==> src/rtl/serv_seq_ctrl.sv <==
// Instruction-cycle sequencer for the bit-serial core.
// Runs each instruction through fetch, decode, an optional init pass,
// an optional memory or shift wait, and the execute pass.
// It also drives the serial bit counter, and it is the only block that enables that counter.
// W is the datapath width per cycle and must be 1 or 4.
// Each serial pass therefore lasts 32/W cycles.
module serv_seq_ctrl #(
    parameter int W = 1
) (
    input  logic       clk,
    input  logic       i_rst,
    output logic       o_ibus_cyc,
    input  logic       i_ibus_ack,
    output logic       o_dec_en,
    input  logic       i_two_stage,
    input  logic       i_mem_op,
    input  logic       i_shift_op,
    input  logic       i_sh_done,
    output logic       o_dbus_cyc,
    input  logic       i_dbus_ack,
    output logic       o_init,
    output logic       o_cnt_en,
    output logic [4:0] o_cnt,
    output logic       o_cnt_done,
    output logic       o_run
);

    typedef enum logic [2:0] {
        IDLE,
        FETCH,
        DECODE,
        INIT,
        MEM,
        SHIFT,
        RUN
    } state_t;

    localparam logic [4:0] CNT_STEP = 5'(W);
    localparam logic [4:0] CNT_LAST = 5'(32 - W);

    state_t     state_q, state_d;
    logic [4:0] cnt_q, cnt_d;

    // State register and bit counter.
    // Asynchronous reset returns the block to IDLE and clears the counter.
    // NOTE: sequential state uses non-blocking assignments only, so every flop
    // samples the pre-edge value of every other flop regardless of block order.
    always_ff @(posedge clk or posedge i_rst) begin
        if (i_rst) begin
            state_q <= IDLE;
            cnt_q   <= '0;
        end else begin
            state_q <= state_d;
            cnt_q   <= cnt_d;
        end
    end

    // Next-state logic and Moore/Mealy outputs.
    // Acks are looked at only in the state that owns the matching request.
    // NOTE: every signal written here gets a default first.
    // That way no path through the case statement can leave a value unassigned and infer a latch.
    always_comb begin
        state_d    = state_q;
        o_ibus_cyc = 1'b0;
        o_dec_en   = 1'b0;
        o_dbus_cyc = 1'b0;
        o_init     = 1'b0;
        o_cnt_en   = 1'b0;
        o_run      = 1'b0;

        unique case (state_q)
            IDLE: begin
                state_d = FETCH;
            end
            FETCH: begin
                o_ibus_cyc = 1'b1;
                // A zero-wait slave may ack in the same cycle as the request.
                if (i_ibus_ack) begin
                    o_dec_en = 1'b1;
                    state_d  = DECODE;
                end
            end
            DECODE: begin
                // One cycle so the decoder outputs settle before being used.
                state_d = i_two_stage ? INIT : RUN;
            end
            INIT: begin
                o_init   = 1'b1;
                o_cnt_en = 1'b1;
                if (cnt_q == CNT_LAST) begin
                    if (i_mem_op)        state_d = MEM;
                    else if (i_shift_op) state_d = SHIFT;
                    else                 state_d = RUN;
                end
            end
            MEM: begin
                o_dbus_cyc = 1'b1;
                if (i_dbus_ack) state_d = RUN;
            end
            SHIFT: begin
                if (i_sh_done) state_d = RUN;
            end
            RUN: begin
                o_run    = 1'b1;
                o_cnt_en = 1'b1;
                if (cnt_q == CNT_LAST) state_d = FETCH;
            end
            default: begin
                state_d = IDLE;
            end
        endcase
    end

    // The counter advances only while a pass is running.
    // A full pass wraps the counter back to 0, so every pass starts at bit 0 without an explicit clear.
    // While the block waits in MEM or SHIFT, the counter stays frozen at 0.
    always_comb begin
        cnt_d = o_cnt_en ? cnt_q + CNT_STEP : cnt_q;
    end

    assign o_cnt      = cnt_q;
    assign o_cnt_done = o_cnt_en & (cnt_q == CNT_LAST);

endmodule

==> config.mk <==
export PLATFORM = sky130hd
export DESIGN_NAME = serv_seq_ctrl
export DESIGN_NICKNAME = d
export VERILOG_FILES = /design/src/rtl/serv_seq_ctrl.sv
export SDC_FILE = /design/constraint.sdc
export NUM_CORES = 1
export LEC_CHECK = 0
export ABC_AREA = 1
export BUFFER_PORTS_ARGS = -buffer_cell sky130_fd_sc_hd__buf_2
export CORE_ASPECT_RATIO = 1.5
export CORE_UTILIZATION = 25
export CTS_CLUSTER_SIZE = 16
export DETAILED_ROUTE_END_ITERATION = 8
export GPL_TIMING_DRIVEN = 1
export HOLD_SLACK_MARGIN = 0.05
export PLACE_DENSITY = 0.49
export SYNTH_ARGS = -nofsm -noshare
export SYNTH_HDL_FRONTEND = slang
export SYNTH_SLANG_ARGS = --single-unit
==> constraint.sdc <==
create_clock -name clk -period 1.91 [get_ports clk]
set_clock_uncertainty 0.15 [all_clocks]
set_input_delay 0.2865 -clock clk [delete_from_list [all_inputs] [get_ports clk]]
set_output_delay 0.2865 -clock clk [all_outputs]
set_load 0.02 [all_outputs]
==> results.sh, run 1 <==
export IMPL_status="finished, final reports clean"
export IMPL_hpwl_um=997
export IMPL_dpl_cell_area_um2=692
export IMPL_dp_slack_ps=189
export IMPL_power_leakage_nw=0.471
export IMPL_use_met2_pct=22.8
export IMPL_critical_path_class="reg -> out"
export IMPL_dp_cells=122
export IMPL_grt_overflow=0
export IMPL_vias=573
export IMPL_firstDrtPassIters=3
export IMPL_cts_sinks=8
export IMPL_yosysUniqueCellTypes=18
export IMPL_io_pins=20
export IMPL_r2r_slack_ps=270
export IMPL_synth_area_um2=573
export IMPL_syn_nets=91
export IMPL_drt_antenna_violating_nets=0
export IMPL_hold_slack_ps=258
export IMPL_critPathMaxFanout=2
export IMPL_finalMaxSlewViolations=0
export IMPL_r2r_end="state_q[0]"
export IMPL_drc=0
export IMPL_grt_util_met3_pct=2.20
export IMPL_tightest_slew_ps=304
export IMPL_htreeDepth=1
export IMPL_crit_chain="ha_2, and3_4, ha_1, inv_2, nor2_1, buf_4"
export IMPL_yosys_area_top_type_share_pct=34.9
export IMPL_finalHoldViolCount=0
export IMPL_start_util_pct=27.3
export IMPL_busiest_layer="met2"
export IMPL_final_cell_area_um2=767
export IMPL_synth_most_common_cell="nand2_1"
export IMPL_dieHeight_um=60.6
export IMPL_grt_max_degree=9
export IMPL_postSynth_asyncResetShare_pct=100
export IMPL_clkTransAtPathRegs_ps=50
export IMPL_cts_tree="done"
export IMPL_yosysTopAreaCell="dfrtp_1"
export IMPL_grt_pass1_wl_um=1900
export IMPL_slew_headroom_pct=79.7
export IMPL_min_path_cells=4
export IMPL_end_kind="primary output"
export IMPL_layout_drive_gt1_share_pct=38.0
export IMPL_avgSynthCellArea_um2=7.07
export IMPL_hold_class="in -> reg"
export IMPL_crit_arrival_ps=1420
export IMPL_rows=20
export IMPL_cts_buffers=3
export IMPL_synthAdderAreaFrac_pct=4.37
export IMPL_track_usage_pct=11.3
export IMPL_synth_top_flop_cell="dfrtp_1"
export IMPL_port_buffers=19
export IMPL_die_area_um2=2490
export IMPL_ys_seq_area_share_pct=34.9
export IMPL_ff2ff_path_depth=9
export IMPL_required_ps=1470
export IMPL_finalSetupTns_ps=0
export IMPL_endpoint="o_cnt_done"
export IMPL_min_period_ps=1860
export IMPL_grt_pass1_vias=537
export IMPL_setup_ws_ps=53.4
export IMPL_ys_top_cells_by_count="nand2_1 (23), inv_1 (14), nor2_1 (9)"
export IMPL_clk_latency_ps=240
export IMPL_antenna_found_initial=0
export IMPL_yosys_warnings=0
export IMPL_synth_compound_area_share_pct=2.62
export IMPL_peakVddDrop_mv=1.00
export IMPL_cp_slowest_stage_delay_ps=390
export IMPL_wl_um=1300
export IMPL_dieWidth_um=41.1
export IMPL_core_region_area_um2=2100
export IMPL_nNetsFinal=120
export IMPL_ys_top_cells_by_area="dfrtp_1 (35%), nand2_1 (15%), inv_1 (9.2%), nand3_1 (6.1%), nor2_1 (5.9%)"
export IMPL_post_route_period_util_pct=97.2
export IMPL_synth_xor_area_share_pct=5.90
export IMPL_final_util_pct=36.5
export IMPL_r2r_start="o_cnt[0]"
export IMPL_setup_viol=0
export IMPL_drtIter0Drc=5
export IMPL_p_total_mw=1.32
export IMPL_grtUsageMet1_pct=9.72
export IMPL_ys_ff_latch=8
export IMPL_synth_top_family_by_area="simple AND/OR/NAND/NOR gates"
export IMPL_cts_root_buf="clkbuf_4"
export IMPL_fin_cells=130
export IMPL_synth_mux_area_fraction_pct=0
export IMPL_critPathSlowestCell="dfrtp_1"
export IMPL_areaGrowthSynthToFinish_pct=33.8
export IMPL_synth_edf_count=0
export IMPL_crit_path_start_kind="flop"
export IMPL_p_per_area_nw_per_um2=1720
export IMPL_yosys_area_share_simple_pct=40.4
export IMPL_crit_start="o_cnt[0]"
export IMPL_place_gp_congestion=0.667
export IMPL_timing_fmax_mhz=539
export IMPL_antenna_cells=0
export IMPL_vias_per_cell=4.41
export IMPL_maxCapViolCount=0
export IMPL_clock_path_buffers=2
export IMPL_netlist_instances=81
export IMPL_wl_per_cell_um=10.0
==> cell type report <==
class                   count  area [um^2]
multi-input cells          57          313
inverters                  15         56.3
repair buffers             25          145
fillers                   243         1340
flip-flops and latches      8          203
clock buffers               3         22.5
well taps                  22         27.5
==> cells by family (layout without fill, tap and decap cells) <==
logic type | count (synthesis) | after routing
AOI/OAI and AO/OA | 3 | 3
xor gates and xnor gates | 3 | 3
adders and majority gates | 2 | 2
buffers and inverters | 16 | 43
DFF | 8 | 8
and+or+nand+nor | 49 | 49
==> state kept, by name, indices dropped and copies added, names as in the netlist <==
| signal | flops |
|---|---|
| state_q | 3 |
| o_cnt | 5 |
==> where the power goes <==
part | total (mW) | internal (mW) | switching [mW]
Clock | 0.121 | 0.0714 | 0.0501
Combinational | 0.837 | 0.326 | 0.512
Sequential | 0.363 | 0.256 | 0.107
Total | 1.32 | 0.653 | 0.669
==> metal layers <==
metal / part of all wire, % / wire, um
met2: 57 / 737
met3: 4.4 / 57
met4: 0.92 / 12
met5: 0 / 0
met1: 38 / 494
==> worst min path at each step <==
stage / from / end
2_1_floorplan: i_rst / o_cnt[0]
3_5_place_dp: i_rst / state_q[2]
3_3_place_gp: i_rst / state_q[2]
4_1_cts: i_shift_op / state_q[1]
5_1_grt: i_shift_op / state_q[1]
6_report: i_shift_op / state_q[1]
==> placed cells by master (no fill, tap or decap), drive strengths merged <==
master / instances
dlygate4sd3: 1
xor2: 2
nand3: 8
nand3b: 1
inv: 15
clkbuf: 3
xnor2: 1
buf: 24
nand2: 28
dfrtp: 8
and3: 1
ha: 2
o21ai: 3
nor2: 10
nor3: 1
==> repair_timing <==
item                                   4_1_cts  5_1_grt
endpoints found under the hold margin        8        0
gates resized for setup                      1        5
pin swaps                                    0        1
setup buffers                                2        2
hold buffers                                 1        0
setup endpoints to repair                    1        1
==> worst max-delay path: cells and delay by family (launching register included) <==
family,cells,cell delay (ps)
buf+inv,2,200
flops,1,390
fa+ha+maj,2,380
simple gates,2,220
Power figures use the tool's default switching activity.
==> run 2, diff against run 1 <==
Settings changed: CTS_BUF_LIST set to sky130_fd_sc_hd__clkbuf_2, CTS_CLUSTER_DIAMETER set to 150, MAX_ROUTING_LAYER set to met4.
==> results.sh, run 2 (same netlist as run 1, synthesis figures left out) <==
export IMPL_crit_arrival_ps=1400
export IMPL_maxCapViolCount=0
export IMPL_vias_per_cell=4.43
export IMPL_power_leakage_nw=0.470
export IMPL_place_gp_congestion=0.674
export IMPL_setup_ws_ps=70.6
export IMPL_largest_reg_flops=5
export IMPL_areaGrowthSynthToFinish_pct=32.5
export IMPL_min_period_ps=1840
export IMPL_seqCellArea_um2=203
export IMPL_clk_latency_ps=220
export IMPL_nNetsFinal=120
export IMPL_finalMaxSlewViolations=0
export IMPL_layout_drive_gt1_share_pct=38.0
export IMPL_dp_slack_ps=189
export IMPL_core_region_area_um2=2100
export IMPL_layout_common_cells="nand2_1 (23), buf_2 (18), inv_1 (13), nor2_1 (9), nand3_1 (7)"
export IMPL_post_route_period_util_pct=96.3
export IMPL_required_ps=1470
export IMPL_firstDrtPassIters=3
export IMPL_multi_input_area_um2=313
export IMPL_dieHeight_um=60.6
export IMPL_p_per_area_nw_per_um2=1700
export IMPL_clock_path_buffers=2
export IMPL_clkTransAtPathRegs_ps=70
export IMPL_finalHoldViolCount=0
export IMPL_grt_pass1_wl_um=1900
export IMPL_cp_slowest_stage_delay_ps=400
export IMPL_path_delay_family="flip-flops"
export IMPL_slew_headroom_pct=79.8
export IMPL_grt_setup_unrepaired="false"
export IMPL_track_usage_pct=11.6
export IMPL_drt_antenna_violating_nets=0
export IMPL_finalSetupTns_ps=0
export IMPL_port_buffers=19
export IMPL_vias=576
export IMPL_hpwl_um=997
export IMPL_start_util_pct=27.3
export IMPL_peakVddDrop_mv=0.930
export IMPL_die_area_um2=2490
export IMPL_setup_viol=0
export IMPL_critPathSlowestCell="dfrtp_1"
export IMPL_cts_buffers=3
export IMPL_cts_sinks=8
export IMPL_antenna_cells=0
export IMPL_critPathMaxFanout=2
export IMPL_timing_fmax_mhz=544
export IMPL_status="finished, final reports clean"
export IMPL_hold_class="in -> reg"
export IMPL_critical_path_class="reg -> out"
export IMPL_rows=20
export IMPL_io_pins=20
export IMPL_wl_per_cell_um=10.0
export IMPL_crit_chain="ha_2, and3_4, ha_1, inv_2, nor2_1, buf_4"
export IMPL_grt_max_degree=9
export IMPL_wl_um=1300
export IMPL_grt_pass1_vias=538
export IMPL_tightest_slew_ps=303
export IMPL_cts_root_buf="clkbuf_2"
export IMPL_drtIter0Drc=4
export IMPL_grt_overflow=0
export IMPL_antenna_found_initial=0
export IMPL_end_kind="primary output"
export IMPL_htreeDepth=1
export IMPL_final_common_cell="nand2_1"
export IMPL_cts_tree="done"
export IMPL_crit_path_start_kind="flop"
export IMPL_dieWidth_um=41.1
export IMPL_drc=0
export IMPL_crit_buf_inv=2
export IMPL_fill_cells=245
[run 2: power breakdown]
| part | leakage, nW | switching (mW) | internal, mW |
|---|---|---|---|
| logic | 0.362 | 0.512 | 0.326 |
| clock network | 0.0125 | 0.0501 | 0.0429 |
| registers | 0.0957 | 0.108 | 0.255 |
| total | 0.470 | 0.669 | 0.624 |
[run 2: worst min-delay path: cells and delay by family]
kind / cells / cell delay [ps]
AOI/OAI and AO/OA: 2 / 160
buffers and inverters: 1 / 80
and+or+nand+nor: 1 / 70
[run 2: path summary, 6_finish.rpt]
path	slack [ps]	endpoint	cells after the start	start
max	70	o_cnt_done	6	o_cnt[0]
min	280	state_q[1]	4	i_shift_op
max reg2reg	270	state_q[0]	9	o_cnt[0]
min reg2reg	360	o_cnt[4]	2	o_cnt[4]
max in group asynchronous	960	state_q[1]	3	i_rst
min in group asynchronous	400	o_cnt[2]	3	i_rst
[run 2: cell type report]
type / count / area share (%)
multi-input combinational: 57 / 41.2
timing repair buffer: 25 / 19.1
clock buffer: 3 / 1.98
inverter: 15 / 7.41
tap: 22 / 3.62
sequential: 8 / 26.7
[run 2: repair_timing]
item / in CTS / in global routing
setup buffers: 2 / 2
endpoints found under the setup margin: 1 / 1
hold endpoints to repair: 8 / 0
cloned: 0 / 0
pin swaps: 0 / 1
hold buffers: 1 / 0
resized for setup: 1 / 5
[run 2: stage by stage]
stage               power, mW  cell area [um^2]  hold slack (ps)  std cells  utilization [%]
finish                   1.29               759              279        130             36.1
global route             1.41               759              265        130             36.1
CTS                      1.27               734              258        128             34.9
detailed placement       1.14               692              103        122             32.9
global placement         1.14               692              109        122             32.9
floorplan               0.943               573            -47.8         81                -
[run 2: layer usage]
| metal | GRT usage, % | share of wire, % | wire (um) |
|---|---|---|---|
| met1 | 9.72 | 38 | 490 |
| met5 | - | 0 | 0 |
| met4 | 4.15 | 0.62 | 8 |
| met3 | 2.20 | 4.4 | 57 |
| met2 | 22.8 | 57 | 743 |
